**config.mk**
```make
export PLATFORM = sky130hd
export DESIGN_NAME = reg_write_arbiter_flat
export DESIGN_NICKNAME = d
export VERILOG_FILES = /design/src/rtl/reg_write_arbiter_if.sv /design/src/rtl/reg_write_arbiter.sv /design/src/flat_wrapper.sv
export SDC_FILE = /design/constraint.sdc
export NUM_CORES = 1
export LEC_CHECK = 0
export BUFFER_PORTS_ARGS = -buffer_cell sky130_fd_sc_hd__buf_4
export CORE_UTILIZATION = 49
export CTS_BUF_LIST = sky130_fd_sc_hd__clkbuf_8 sky130_fd_sc_hd__clkbuf_16
export CTS_CLUSTER_SIZE = 24
export DETAILED_ROUTE_END_ITERATION = 10
export PLACE_DENSITY = 0.76
export SLEW_MARGIN = 15
export SYNTH_ARGS = -nofsm -noshare
export SYNTH_HDL_FRONTEND = slang
export SYNTH_SLANG_ARGS = --single-unit
```
**constraint.sdc**
```tcl
create_clock -name c -period 2 [get_ports c]
set_input_delay 0.1 -clock c [delete_from_list [all_inputs] [get_ports c]]
set_output_delay 0.1 -clock c [all_outputs]
set_load 0.05 [all_outputs]
```
**src/rtl/reg_write_arbiter_if.sv**
```systemverilog
// Purpose : bundle of the requester-side handshake and register outputs of
//           reg_write_arbiter.
// Signals : req0/req1, d0/d1 (requests + write data, driven by requesters)
//           gnt0/gnt1, ld, ack0/ack1 (handshake, driven by the arbiter)
//           q (shared register), wcnt (completed-write counter)
// Modports: master = requester side, slave = arbiter side.
interface reg_write_arbiter_if #(
    parameter int unsigned W  = 4,
    parameter int unsigned CW = 4
);
    logic          req0;
    logic          req1;
    logic [W-1:0]  d0;
    logic [W-1:0]  d1;
    logic          gnt0;
    logic          gnt1;
    logic          ld;
    logic          ack0;
    logic          ack1;
    logic [W-1:0]  q;
    logic [CW-1:0] wcnt;

    modport master (
        output req0, req1, d0, d1,
        input  gnt0, gnt1, ld, ack0, ack1, q, wcnt
    );

    modport slave (
        input  req0, req1, d0, d1,
        output gnt0, gnt1, ld, ack0, ack1, q, wcnt
    );
endinterface

```
**src/rtl/reg_write_arbiter.sv**
```systemverilog
// Purpose : round-robin write arbiter owning a shared W-bit register.
//           Each write runs IDLE -> WR -> ACK; requests are only sampled in IDLE.
// Ports   : c     - clock, rising edge
//           rn    - asynchronous active-low reset
//           bus   - reg_write_arbiter_if.slave (requests, data, grants,
//                   load strobe, acks, register value, write counter)
module reg_write_arbiter #(
    parameter int unsigned W  = 4,
    parameter int unsigned CW = 4
) (
    input  logic                 c,
    input  logic                 rn,
    reg_write_arbiter_if.slave   bus
);

    typedef enum logic [1:0] {
        IDLE = 2'd0,
        WR   = 2'd1,
        ACK  = 2'd2
    } state_t;

    state_t        state_q, state_d;
    logic          sel_q, sel_d;
    logic          prio_q, prio_d;
    logic [W-1:0]  q_q, q_d;
    logic [CW-1:0] wcnt_q, wcnt_d;
    logic          gnt0_q, gnt0_d;
    logic          gnt1_q, gnt1_d;
    logic          ld_q, ld_d;
    logic          ack0_q, ack0_d;
    logic          ack1_q, ack1_d;

    // State, datapath and output registers
    always_ff @(posedge c or negedge rn) begin
        if (!rn) begin
            state_q <= IDLE;
            sel_q   <= 1'b0;
            prio_q  <= 1'b0;
            q_q     <= '0;
            wcnt_q  <= '0;
            gnt0_q  <= 1'b0;
            gnt1_q  <= 1'b0;
            ld_q    <= 1'b0;
            ack0_q  <= 1'b0;
            ack1_q  <= 1'b0;
        end else begin
            state_q <= state_d;
            sel_q   <= sel_d;
            prio_q  <= prio_d;
            q_q     <= q_d;
            wcnt_q  <= wcnt_d;
            gnt0_q  <= gnt0_d;
            gnt1_q  <= gnt1_d;
            ld_q    <= ld_d;
            ack0_q  <= ack0_d;
            ack1_q  <= ack1_d;
        end
    end

    // Next-state logic and output decode
    always_comb begin
        state_d = state_q;
        sel_d   = sel_q;
        prio_d  = prio_q;
        q_d     = q_q;
        wcnt_d  = wcnt_q;

        unique case (state_q)
            IDLE: begin
                if (bus.req0 || bus.req1) begin
                    // Sole requester wins; on a tie the favoured side wins
                    sel_d   = (bus.req0 && bus.req1) ? prio_q : bus.req1;
                    state_d = WR;
                end
            end
            WR: begin
                q_d     = sel_q ? bus.d1 : bus.d0;
                wcnt_d  = wcnt_q + CW'(1);
                prio_d  = ~sel_q;
                state_d = ACK;
            end
            ACK: begin
                state_d = IDLE;
            end
            default: begin
                state_d = IDLE;
            end
        endcase

        // Outputs are decoded from the upcoming state so the registered
        // versions line up with the state they describe
        gnt0_d = (state_d == WR)  && !sel_d;
        gnt1_d = (state_d == WR)  &&  sel_d;
        ld_d   = (state_d == WR);
        ack0_d = (state_d == ACK) && !sel_d;
        ack1_d = (state_d == ACK) &&  sel_d;
    end

    assign bus.gnt0 = gnt0_q;
    assign bus.gnt1 = gnt1_q;
    assign bus.ld   = ld_q;
    assign bus.ack0 = ack0_q;
    assign bus.ack1 = ack1_q;
    assign bus.q    = q_q;
    assign bus.wcnt = wcnt_q;

endmodule

```
**src/flat_wrapper.sv**
```systemverilog
// flat-port wrapper written by rule: the top's interface ports become plain ports
module reg_write_arbiter_flat 
#(
    parameter int unsigned W  = 4,
    parameter int unsigned CW = 4
)
  (c, rn, bus_req0, bus_req1, bus_d0, bus_d1, bus_gnt0, bus_gnt1, bus_ld, bus_ack0, bus_ack1, bus_q, bus_wcnt);
  reg_write_arbiter_if #(.W(W), .CW(CW)) bus_i ();
  input  logic c;
  input  logic rn;
  input wire logic [$bits(bus_i.req0)-1:0] bus_req0;
  input wire logic [$bits(bus_i.req1)-1:0] bus_req1;
  input wire logic [$bits(bus_i.d0)-1:0] bus_d0;
  input wire logic [$bits(bus_i.d1)-1:0] bus_d1;
  output wire logic [$bits(bus_i.gnt0)-1:0] bus_gnt0;
  output wire logic [$bits(bus_i.gnt1)-1:0] bus_gnt1;
  output wire logic [$bits(bus_i.ld)-1:0] bus_ld;
  output wire logic [$bits(bus_i.ack0)-1:0] bus_ack0;
  output wire logic [$bits(bus_i.ack1)-1:0] bus_ack1;
  output wire logic [$bits(bus_i.q)-1:0] bus_q;
  output wire logic [$bits(bus_i.wcnt)-1:0] bus_wcnt;
  assign bus_i.req0 = bus_req0;
  assign bus_i.req1 = bus_req1;
  assign bus_i.d0 = bus_d0;
  assign bus_i.d1 = bus_d1;
  assign bus_gnt0 = bus_i.gnt0;
  assign bus_gnt1 = bus_i.gnt1;
  assign bus_ld = bus_i.ld;
  assign bus_ack0 = bus_i.ack0;
  assign bus_ack1 = bus_i.ack1;
  assign bus_q = bus_i.q;
  assign bus_wcnt = bus_i.wcnt;
  reg_write_arbiter #(.W(W), .CW(CW)) u_core (.c(c), .rn(rn), .bus(bus_i));
endmodule
```
# Word level (Yosys, flattened, before mapping)
# Index checks and enable logic that the tools add are counted.
[word_totals]
register_bits = 17
output_inout_bits = 13
word_cells = 29
[op_classes]
n_addsub = 1
eq_ne = 3
muxes = 6
bitwise_logic = 1
n_reduce_logical = 8
[op_table]
columns = ["cell", "n"]
rows = [
  ["$logic_and 1x1->1", 5],
  ["$add 4x1->4 const B", 1],
  ["$eq 2x1->1 const B", 2],
  ["$mux 4", 1],
  ["$pmux 2 s2", 1],
  ["$mux 1", 3],
  ["$eq 2x2->1 const B", 1],
  ["$logic_not 2->1", 1],
  ["$mux 2", 1],
  ["$logic_not 1->1", 1],
  ["$logic_or 1x1->1", 1],
  ["$not 1->1", 1],
]

# Depth between registers and ports, before layout
# Gate-level depths: netlist (run 1).
[depth]
ltp_word = 6
ltp_mapped = 4

# Worst setup path before layout (run 1)
# No wires, ideal clock.
[synth_path]
kind = "register -> register"
from = "register u_core.wcnt_q[0], in the netlist u_core.bus.wcnt[0]"
to = "register u_core.wcnt_q[2], in the netlist u_core.bus.wcnt[2]"
setup_time_ps = 142
t_arrival_ps = 1056
slack_ps = 802
stages_incl_launch_ff = 4
n_path_buf = 0
synth_period_minus_slack_ps = 1198
path_cell_list = "dfrtp_1 > ha_1 > nand2_1 > xnor2_1"
[synth_via]
elab_chain_cells = 1
[synth_lines]
columns = ["item", "line_no", "source"]
rows = [
  ["start: declaration", "reg_write_arbiter.sv:26", "logic [CW-1:0] wcnt_q, wcnt_d;"],
  ["start signal: assignment", "reg_write_arbiter.sv:51", "wcnt_q <= wcnt_d;"],
  ["$add 4x1->4", "reg_write_arbiter.sv:78", "wcnt_d = wcnt_q + CW'(1);"],
]
# No other way between the ends.
# A chain may end at the register's enable or synchronous reset.

# Final worst setup path (run 1)
[layout_path]
from = "register u_core.state_q[1]"
to = "register u_core.wcnt_q[3], in the netlist u_core.bus.wcnt[3]"
[layout_via]
elab_chain_cells = 1
[layout_lines]
columns = ["item", "line_no", "source"]
rows = [
  ["start: declaration", "reg_write_arbiter.sv:22", "state_t state_q, state_d;"],
  ["start signal: assignment", "reg_write_arbiter.sv:47", "state_q <= state_d;"],
  ["$eq 2x1->1", "reg_write_arbiter.sv:68", "unique case (state_q)"],
]
# No other way between the ends.

==> impl_metrics.env, run 1 <==
export IMPL_status="complete, no violations"
export IMPL_fp_row_count=12
export IMPL_clockBufferDepth=2
export IMPL_rsz0062_at_grt="no"
export IMPL_n_antenna_cell=0
export IMPL_grt_use_total_pct=19.33
export IMPL_syn2layout_area_growth_pct=35.94
export IMPL_cp_cell_sequence="nand2b_4 -> inv_4 -> nand4_2 -> xnor2_1"
export IMPL_fin_crit_sh_pct=52.83
export IMPL_io_pins=25
export IMPL_clkLatencyLatePin_ps=250
export IMPL_overflow=0
export IMPL_critPathBufInv=1
export IMPL_antenna_found_initial=0
export IMPL_layout_commonest_cell="buf_4"
export IMPL_wirelength_um=1133
export IMPL_hold_class="in -> reg"
export IMPL_firstDrtPassIters=1
export IMPL_start_util_pct=56.65
export IMPL_cts_tree="built"
export IMPL_path_max_fanout=13
export IMPL_cts_sinks=17
export IMPL_cts_made_buffers=3
export IMPL_synthesis_area_sq_um=671.9
export IMPL_core_area_sq_mm=0.001186
export IMPL_tns_ps=0
export IMPL_max_slew_margin_pct=78.66
export IMPL_die_y_um=39.03
export IMPL_cp_start_kind="register"
export IMPL_vias=472
export IMPL_setup_violations=0
export IMPL_whs_ps=42.34
export IMPL_cp_arrival_ps=1190
export IMPL_syn_num_nets=66
export IMPL_grt_max_degree=18
export IMPL_htreeDepth=1
export IMPL_worst_pin_slew_ps=320.1
export IMPL_slew_viol_final=0
export IMPL_wl_per_cell_um=12.05
export IMPL_finalCriticalPeriod_ps=1057
export IMPL_grt_pass1_vias=459
export IMPL_finalInstanceArea_sq_um=913.4
export IMPL_worstSetupPathType="reg -> reg"
export IMPL_timing_final_hold_violations=0
export IMPL_syn_inst=53
export IMPL_gp_congestion=0.7182
export IMPL_postRouteAntennaNets=0
export IMPL_mostFrequentLayoutCells="24 x buf_4, 17 x dfrtp_1, 9 x nand2_1, 4 x mux2i_1, 4 x o21ai_1"
export IMPL_layout_drive_gt1_share_pct=41.25
export IMPL_drc=0
export IMPL_drt_iter0_drc=0
export IMPL_cts_resized=0
export IMPL_end_kind="register"
export IMPL_die_area_sq_mm=0.001523
export IMPL_path_delay_family="flip-flops"
export IMPL_skew_ps=3.225
export IMPL_syn_avg_cell_area_sq_um=12.68
export IMPL_yosys_register_bits=17
export IMPL_grt_pass1_wl_um=1869
export IMPL_ys_seq_area_share_pct=63.31
export IMPL_io_buffers=24
export IMPL_fmax_mhz=946.5
export IMPL_crit_required_ps=2130
export IMPL_maxCapViolCount=0
export IMPL_max_stage_delay_ps=390
export IMPL_netlist_cell_type_count=19
export IMPL_placed_area_sq_um=857.1
export IMPL_synth_warnings=0
export IMPL_cp_slowest_cell="dfrtp_1"
export IMPL_cts_root_buffer="clkbuf_8"
export IMPL_viasPerCell=5.021
export IMPL_final_nets=94
export IMPL_clk_pin_slew_ps=70
export IMPL_die_w_um=39.03
## worst register-to-register path, stage by stage (launching register included)
cell      delay (ps)
dfrtp_1          390
nand2b_4         220
inv_4            100
nand4_2          100
xnor2_1          130
## cells in the mapped netlist, drive strengths merged
library cell | instances | area (sq um)
a21o | 2 | 15.01
inv | 1 | 6.260
o21ai | 4 | 20.02
nor2 | 2 | 10.01
and3 | 1 | 11.26
a21oi | 1 | 5.000
o21a | 2 | 15.01
xnor2 | 3 | 26.28
nand4 | 1 | 12.51
nand2b | 2 | 20.02
dfrtp | 17 | 425.4
mux2i | 4 | 40.04
nand2 | 9 | 33.78
buf | 2 | 12.51
ha | 1 | 12.51
and2 | 1 | 6.260
## final cells by class
| type | instances | area [sq um] |
|---|---|---|
| Tap cell | 14 | 17.52 |
| Sequential cell | 17 | 425.4 |
| Inverter | 1 | 6.256 |
| Timing Repair Buffer | 25 | 190.2 |
| Clock inverter | 1 | 5.005 |
| Clock buffer | 3 | 41.29 |
| Fill cell | 86 | 272.8 |
| Multi-Input combinational cell | 33 | 227.7 |
## path summary, 6_finish.rpt
check                                        start                  to  slack (ps)  cells past startpoint
worst max-delay path             u_core.state_q[1]  u_core.bus.wcnt[3]         940                      4
worst min-delay path                      bus_req1     u_core.bus.gnt0          40                      2
min in group asynchronous                       rn     u_core.bus.gnt1         240                      2
worst max register to register   u_core.state_q[1]  u_core.bus.wcnt[3]         940                      4
max in group asynchronous                       rn  u_core.bus.wcnt[3]        1570                      2
worst min register to register  u_core.bus.wcnt[3]  u_core.bus.wcnt[3]         470                      1
## routing by layer
metal | track usage, % | part of all wire, % | vias to the layer above
met2 | 30.42 | 49 | 19
met5 | 0 | 0 | -
met3 | 3.468 | 6.2 | 2
li1 | - | - | 229
met1 | 23.95 | 44 | 222
met4 | 12.93 | 0.88 | 0
## sequential cells by signal, summed over array words and instances, names as in the netlist
name and flops:
u_core.bus.ld 1, u_core.bus.wcnt 4, u_core.state_q 2, u_core.prio_q 1, u_core.bus.gnt0 1, u_core.bus.q 4, u_core.bus.ack0 1, u_core.sel_q 1
u_core.bus.gnt1 1, u_core.bus.ack1 1
## timing repair
action                    4_1_cts  5_1_grt
buffers inserted                0        0
hold buffers                    1        0
hold endpoints to repair       17        0
## cell families (layout without fill, tap and decap cells)
family / Yosys count / after routing / share of synthesized area (%)
flops: 17 / 17 / 63.32
simple gates: 16 / 16 / 13.97
compound gates: 9 / 9 / 8.192
mux: 4 / 4 / 5.959
xor+xnor: 3 / 3 / 3.911
buf+inv: 3 / 30 / 2.794
fa+ha+maj: 1 / 1 / 1.862
## stage by stage
| step | setup slack [ps] | util [%] | instances |
|---|---|---|---|
| 2_1_floorplan | 802.5 | - | 53 |
| 3_3_place_gp | 971.2 | 72.26 | 89 |
| 3_5_place_dp | 945.0 | 72.26 | 89 |
| 4_1_cts | 932.6 | 77.00 | 94 |
| 5_1_grt | 870.1 | 77.00 | 94 |
| 6_report | 943.4 | 77.00 | 94 |
Power of run 1 is left out: the tool's default activity adds up to more than one toggle a clock period on the data nets, which glitch-free logic cannot reach.
==> run 2: changes to the inputs <==
Settings changed: CORE_UTILIZATION 49 to 41, PLACE_DENSITY 0.76 to 0.67.
Clock period 2 ns to 0.86 ns, I/O delays scaled along.
==> run 2 against run 1 <==
- the flow now finishes with violations (setup timing)
- die area rose by 18%
- highest routed layer unchanged
- worst hold slack worse by 16 ps
- via count increased by 11%
- register-to-register slack got worse by 1100 ps
- clock-buffer cell count unchanged
==> impl_metrics.env, run 2 (same netlist as run 1, synthesis figures left out) <==
export IMPL_drc=0
export IMPL_core_area_sq_mm=0.001524
export IMPL_p_leak_nw=0.5824
export IMPL_syn2layout_area_growth_pct=69.65
export IMPL_crit_required_ps=1000
export IMPL_grt_pass1_vias=547
export IMPL_status="complete, but fails checks"
export IMPL_cts_made_buffers=3
export IMPL_fp_row_count=14
export IMPL_io_pins=25
export IMPL_gp_congestion=0.6476
export IMPL_htreeDepth=1
export IMPL_path_max_fanout=5
export IMPL_fin_crit_sh_pct=114.4
export IMPL_io_buffers=24
export IMPL_timing_final_hold_violations=0
export IMPL_cp_start_kind="register"
export IMPL_power_internal_mw=3.042
export IMPL_placed_area_sq_um=923.4
export IMPL_cts_tree="built"
export IMPL_antenna_found_initial=0
export IMPL_fmax_mhz=1016
export IMPL_finalInstanceArea_sq_mm=0.001140
export IMPL_vdd_drop_max_mv=2.775
export IMPL_slew_viol_final=0
export IMPL_clock_power_share_pct=10.6
export IMPL_instances_no_fill=111
export IMPL_overflow=0
export IMPL_vias=522
export IMPL_worst_pin_slew_ps=167.4
export IMPL_end_kind="register"
export IMPL_grt_use_total_pct=18.24
export IMPL_sw_frac_of_total_pct=43.58
export IMPL_cp_arrival_ps=1120
export IMPL_finalPower_mw=5.392
export IMPL_clkLatencyLatePin_ps=250
export IMPL_cts_sinks=17
export IMPL_maxCapViolCount=0
export IMPL_die_w_um=42.48
export IMPL_grt_max_degree=18
export IMPL_firstDrtPassIters=2
export IMPL_viasPerCell=4.703
export IMPL_setup_violations=16
export IMPL_clk_pin_slew_ps=60
export IMPL_start_util_pct=44.09
export IMPL_wl_per_cell_um=12.53
export IMPL_powerDensity_mw_per_mm2=4730
export IMPL_worstSetupPathType="reg -> reg"
export IMPL_cts_root_buffer="clkbuf_8"
export IMPL_pwr_share_seq_pct=27.6
export IMPL_wirelength_um=1391
export IMPL_p_sw_mw=2.350
export IMPL_max_slew_margin_pct=88.52
export IMPL_mostFrequentLayoutCells="22 x buf_4, 14 x buf_6, 13 x dfrtp_1, 5 x nand2_1"
export IMPL_final_nets=109
export IMPL_rsz0062_at_grt="yes"
export IMPL_finalCriticalPeriod_ps=984.0
export IMPL_drt_iter0_drc=3
export IMPL_hold_class="in -> reg"
export IMPL_grt_pass1_wl_um=2352
export IMPL_clockBufferDepth=2
export IMPL_die_area_sq_mm=0.001805
export IMPL_dp_cells=99
export IMPL_tns_ps=-1161
export IMPL_violations="setup timing"
export IMPL_p_comb_share_pct=61.8
export IMPL_postRouteAntennaNets=0
export IMPL_skew_ps=1.020
export IMPL_n_antenna_cell=0
export IMPL_layout_commonest_cell="buf_4"
export IMPL_layout_drive_gt1_share_pct=60.00
export IMPL_setup_slack_ps=-124.0
export IMPL_die_y_um=42.48
run 2: layout make-up:
type	count	area, sq um
sequential	17	430.4
inverter	1	6.256
clock inverter	1	3.754
timing repair buffer	40	372.9
multi-input combinational	33	265.3
clock buffer	3	41.29
fill	107	384.1
tap	16	20.02
run 2: repair_timing:
| action | 4_1_cts | 5_1_grt |
|---|---|---|
| setup endpoints to repair | 21 | 26 |
| pin swaps | 6 | 2 |
| cloned | 0 | 0 |
| hold endpoints to repair | 18 | 0 |
| resized for setup | 21 | 7 |
| setup buffers | 5 | 1 |
| hold buffers | 2 | 0 |
run 2: final timing paths:
kind / start / endpoint / slack [ps] / cells past startpoint
worst min register to register: u_core.bus.q[3] / u_core.bus.q[3] / 520 / 2
min in group asynchronous: rn / u_core.bus.gnt0 / 190 / 2
worst max-delay path: u_core.state_q[1] / u_core.bus.wcnt[2] / -120 / 4
worst max register to register: u_core.state_q[1] / u_core.bus.wcnt[2] / -120 / 4
worst min-delay path: bus_req0 / u_core.state_q[0] / 30 / 2
max in group asynchronous: rn / u_core.sel_q / 470 / 2
run 2: power by group through the flow:
stage	clock (mW)	sequential (mW)	combinational [mW]
global placement	0	1.46	2.55
CTS	0.583	1.48	3.14
detailed placement	0	1.47	2.58
floorplan	0	2.38	0.766
finish	0.573	1.49	3.33
global route	0.624	1.54	3.52
run 2: worst max-delay path, stage by stage, from the launching register on:
cell      delay, ps
dfrtp_1         390
nand2b_4        180
inv_4            90
nand2_2          70
xnor2_2         130
run 2: stage by stage:
step	util, %	setup slack [ps]	hold slack (ps)
floorplan	-	-175.4	-252.6
CTS	72.41	-101.3	24.97
global placement	60.59	-86.75	-84.93
finish	74.79	-124.0	26.06
global route	74.79	-170.2	30.05
detailed placement	60.59	-122.5	-86.16
run 2: routing by layer:
metal	part of all wire [%]	GRT usage (%)
met1	39	21.69
met2	54	29.85
met3	4.4	3.879
met4	2.2	11.25
met5	0	0
No activity file was read; power rests on OpenSTA's default activity.
==> run 3: changes to the inputs <==
Settings changed: REMOVE_ABC_BUFFERS from default to 1.
==> run 3 against run 2 <==
- the run still ends with setup timing left
- clock-buffer cell count unchanged
- combinational power about the same
- cell count increased by 0.90%
- sequential cell count unchanged
- global-route usage decreased by 3.0 points
- die area unchanged
- sequential share of layout area decreased by 0.16 points
- core utilization decreased by 0.33 points
- wire length increased by 2.9%
- fmax increased by 0.34%
- largest cell class unchanged
==> impl_metrics.env, run 3 (same netlist as run 1, synthesis figures left out) <==
export IMPL_die_area_sq_mm=0.001805
export IMPL_max_stage_delay_ps=400
export IMPL_vias=531
export IMPL_grt_use_total_pct=15.22
export IMPL_firstDrtPassIters=1
export IMPL_drc=0
export IMPL_wirelength_um=1432
export IMPL_antenna_found_initial=0
export IMPL_slew_viol_final=0
export IMPL_final_nets=110
export IMPL_max_slew_margin_pct=85.84
export IMPL_start_util_pct=44.09
export IMPL_cp_cell_sequence="nand2b_4 -> inv_4 -> nand4_4 -> xnor2_1"
export IMPL_rsz0062_at_grt="yes"
export IMPL_grt_max_degree=18
export IMPL_clkLatencyLatePin_ps=250
export IMPL_grt_pass1_vias=481
export IMPL_fin_crit_sh_pct=114.0
export IMPL_skew_ps=7.374
export IMPL_wl_per_cell_um=12.79
export IMPL_whs_ps=55.77
export IMPL_fin_util_pct=74.47
export IMPL_multi_input_area_sq_um=267.8
export IMPL_htreeDepth=1
export IMPL_p_leak_nw=0.5856
export IMPL_end_kind="register"
export IMPL_mostFrequentLayoutCells="26 x buf_4, 16 x dfrtp_1, 11 x buf_6, 5 x nand2_1"
export IMPL_path_max_fanout=5
export IMPL_die_w_um=42.48
export IMPL_cts_made_buffers=3
export IMPL_postRouteAntennaNets=0
export IMPL_finalCriticalPeriod_ps=980.7
export IMPL_seq_area_sq_um=426.7
export IMPL_syn2layout_area_growth_pct=68.90
export IMPL_crit_required_ps=1000
export IMPL_status="complete, but fails checks"
export IMPL_cts_root_buffer="clkbuf_8"
export IMPL_die_y_um=42.48
export IMPL_cts_sinks=17
export IMPL_io_pins=25
export IMPL_overflow=0
export IMPL_cts_tree="built"
export IMPL_finalPower_mw=5.371
export IMPL_worst_pin_slew_ps=212.3
export IMPL_hpwlAfterDp_um=852.5
export IMPL_timing_final_hold_violations=0
export IMPL_layout_commonest_cell="buf_4"
export IMPL_worstSetupPathType="reg -> reg"
export IMPL_fill_cells=97
export IMPL_io_buffers=24
export IMPL_fmax_mhz=1020
export IMPL_critPathBufInv=1
export IMPL_setup_slack_ps=-120.6
export IMPL_drt_iter0_drc=0
export IMPL_cp_start_kind="register"
export IMPL_violations="setup timing"
export IMPL_cp_slowest_cell="dfrtp_1"
export IMPL_pre_cts_ws_ps=-127.7
export IMPL_cp_arrival_ps=1120
export IMPL_clk_pin_slew_ps=70
export IMPL_hold_class="in -> reg"
export IMPL_setup_violations=20
export IMPL_layout_drive_gt1_share_pct=58.33
export IMPL_fp_row_count=14
export IMPL_powerDensity_mw_per_mm2=4733
export IMPL_n_antenna_cell=0
export IMPL_grt_pass1_wl_um=2063
export IMPL_core_area_sq_mm=0.001524
export IMPL_vdd_drop_max_mv=2.900
export IMPL_tns_ps=-1552
export IMPL_path_delay_family="flip-flops"
export IMPL_clockBufferDepth=2
export IMPL_gp_congestion=0.7100
export IMPL_viasPerCell=4.741
export IMPL_maxCapViolCount=0
[run 3: changes by cell type in the layout (fill, tap and decap cells not counted), moves of 3 or more]
cell / change
dfrtp_2: -3
dfrtp_1: +3
buf_4: +4
buf_6: -3
[run 3: path summary, 6_finish.rpt]
path                       slack, ps                 end  depth (start not counted)                from
hold / removal                    60   u_core.state_q[0]                          2            bus_req1
hold reg to reg                  480  u_core.bus.wcnt[3]                          1  u_core.bus.wcnt[3]
min in group asynchronous        190     u_core.bus.ack1                          2                  rn
setup reg to reg                -120  u_core.bus.wcnt[3]                          4   u_core.state_q[1]
max in group asynchronous        460        u_core.sel_q                          2                  rn
setup / recovery                -120  u_core.bus.wcnt[3]                          4   u_core.state_q[1]
[run 3: metrics by stage]
step	instance area (sq um)	cells
after floorplan	659.4	51
after global placement	919.6	99
after detailed placement	919.6	99
after CTS	1059	108
after global routing	1135	112
final	1135	112
[run 3: layer usage]
layer,GRT usage [%],vias to the layer above,wire length (um)
met5,0,-,0
met4,3.750,0,0
met3,3.879,0,68
met2,25.85,17,750
met1,19.33,255,612
li1,-,259,-
[run 3: power by group]
group	internal [mW]	switching, mW
registers	1.18	0.303
logic	1.53	1.78
clock network	0.316	0.259
total	3.03	2.35
[run 3: repair_timing]
action,4_1_cts,5_1_grt
hold buffers,1,1
resized for setup,13,12
endpoints found under the setup margin,20,25
pin swaps,6,8
buffers inserted,4,3
hold endpoints to repair,17,1
[run 3: final cells by class]
cell class                 count  area share, %
timing repair buffer          41          32.52
tap                           16          1.764
multi-input combinational     33          23.59
inverter                       1         0.5513
clock inverter                 1         0.3308
sequential                    17          37.60
clock buffer                   3          3.638
[run 3: worst reg2reg max path, delay by kind of cell (launching register included)]
| kind | cells | cell delay [ps] |
|---|---|---|
| AND/OR/NAND/NOR | 2 | 260 |
| buffers and inverters | 1 | 90 |
| XOR/XNOR | 1 | 130 |
| flip-flops | 1 | 400 |
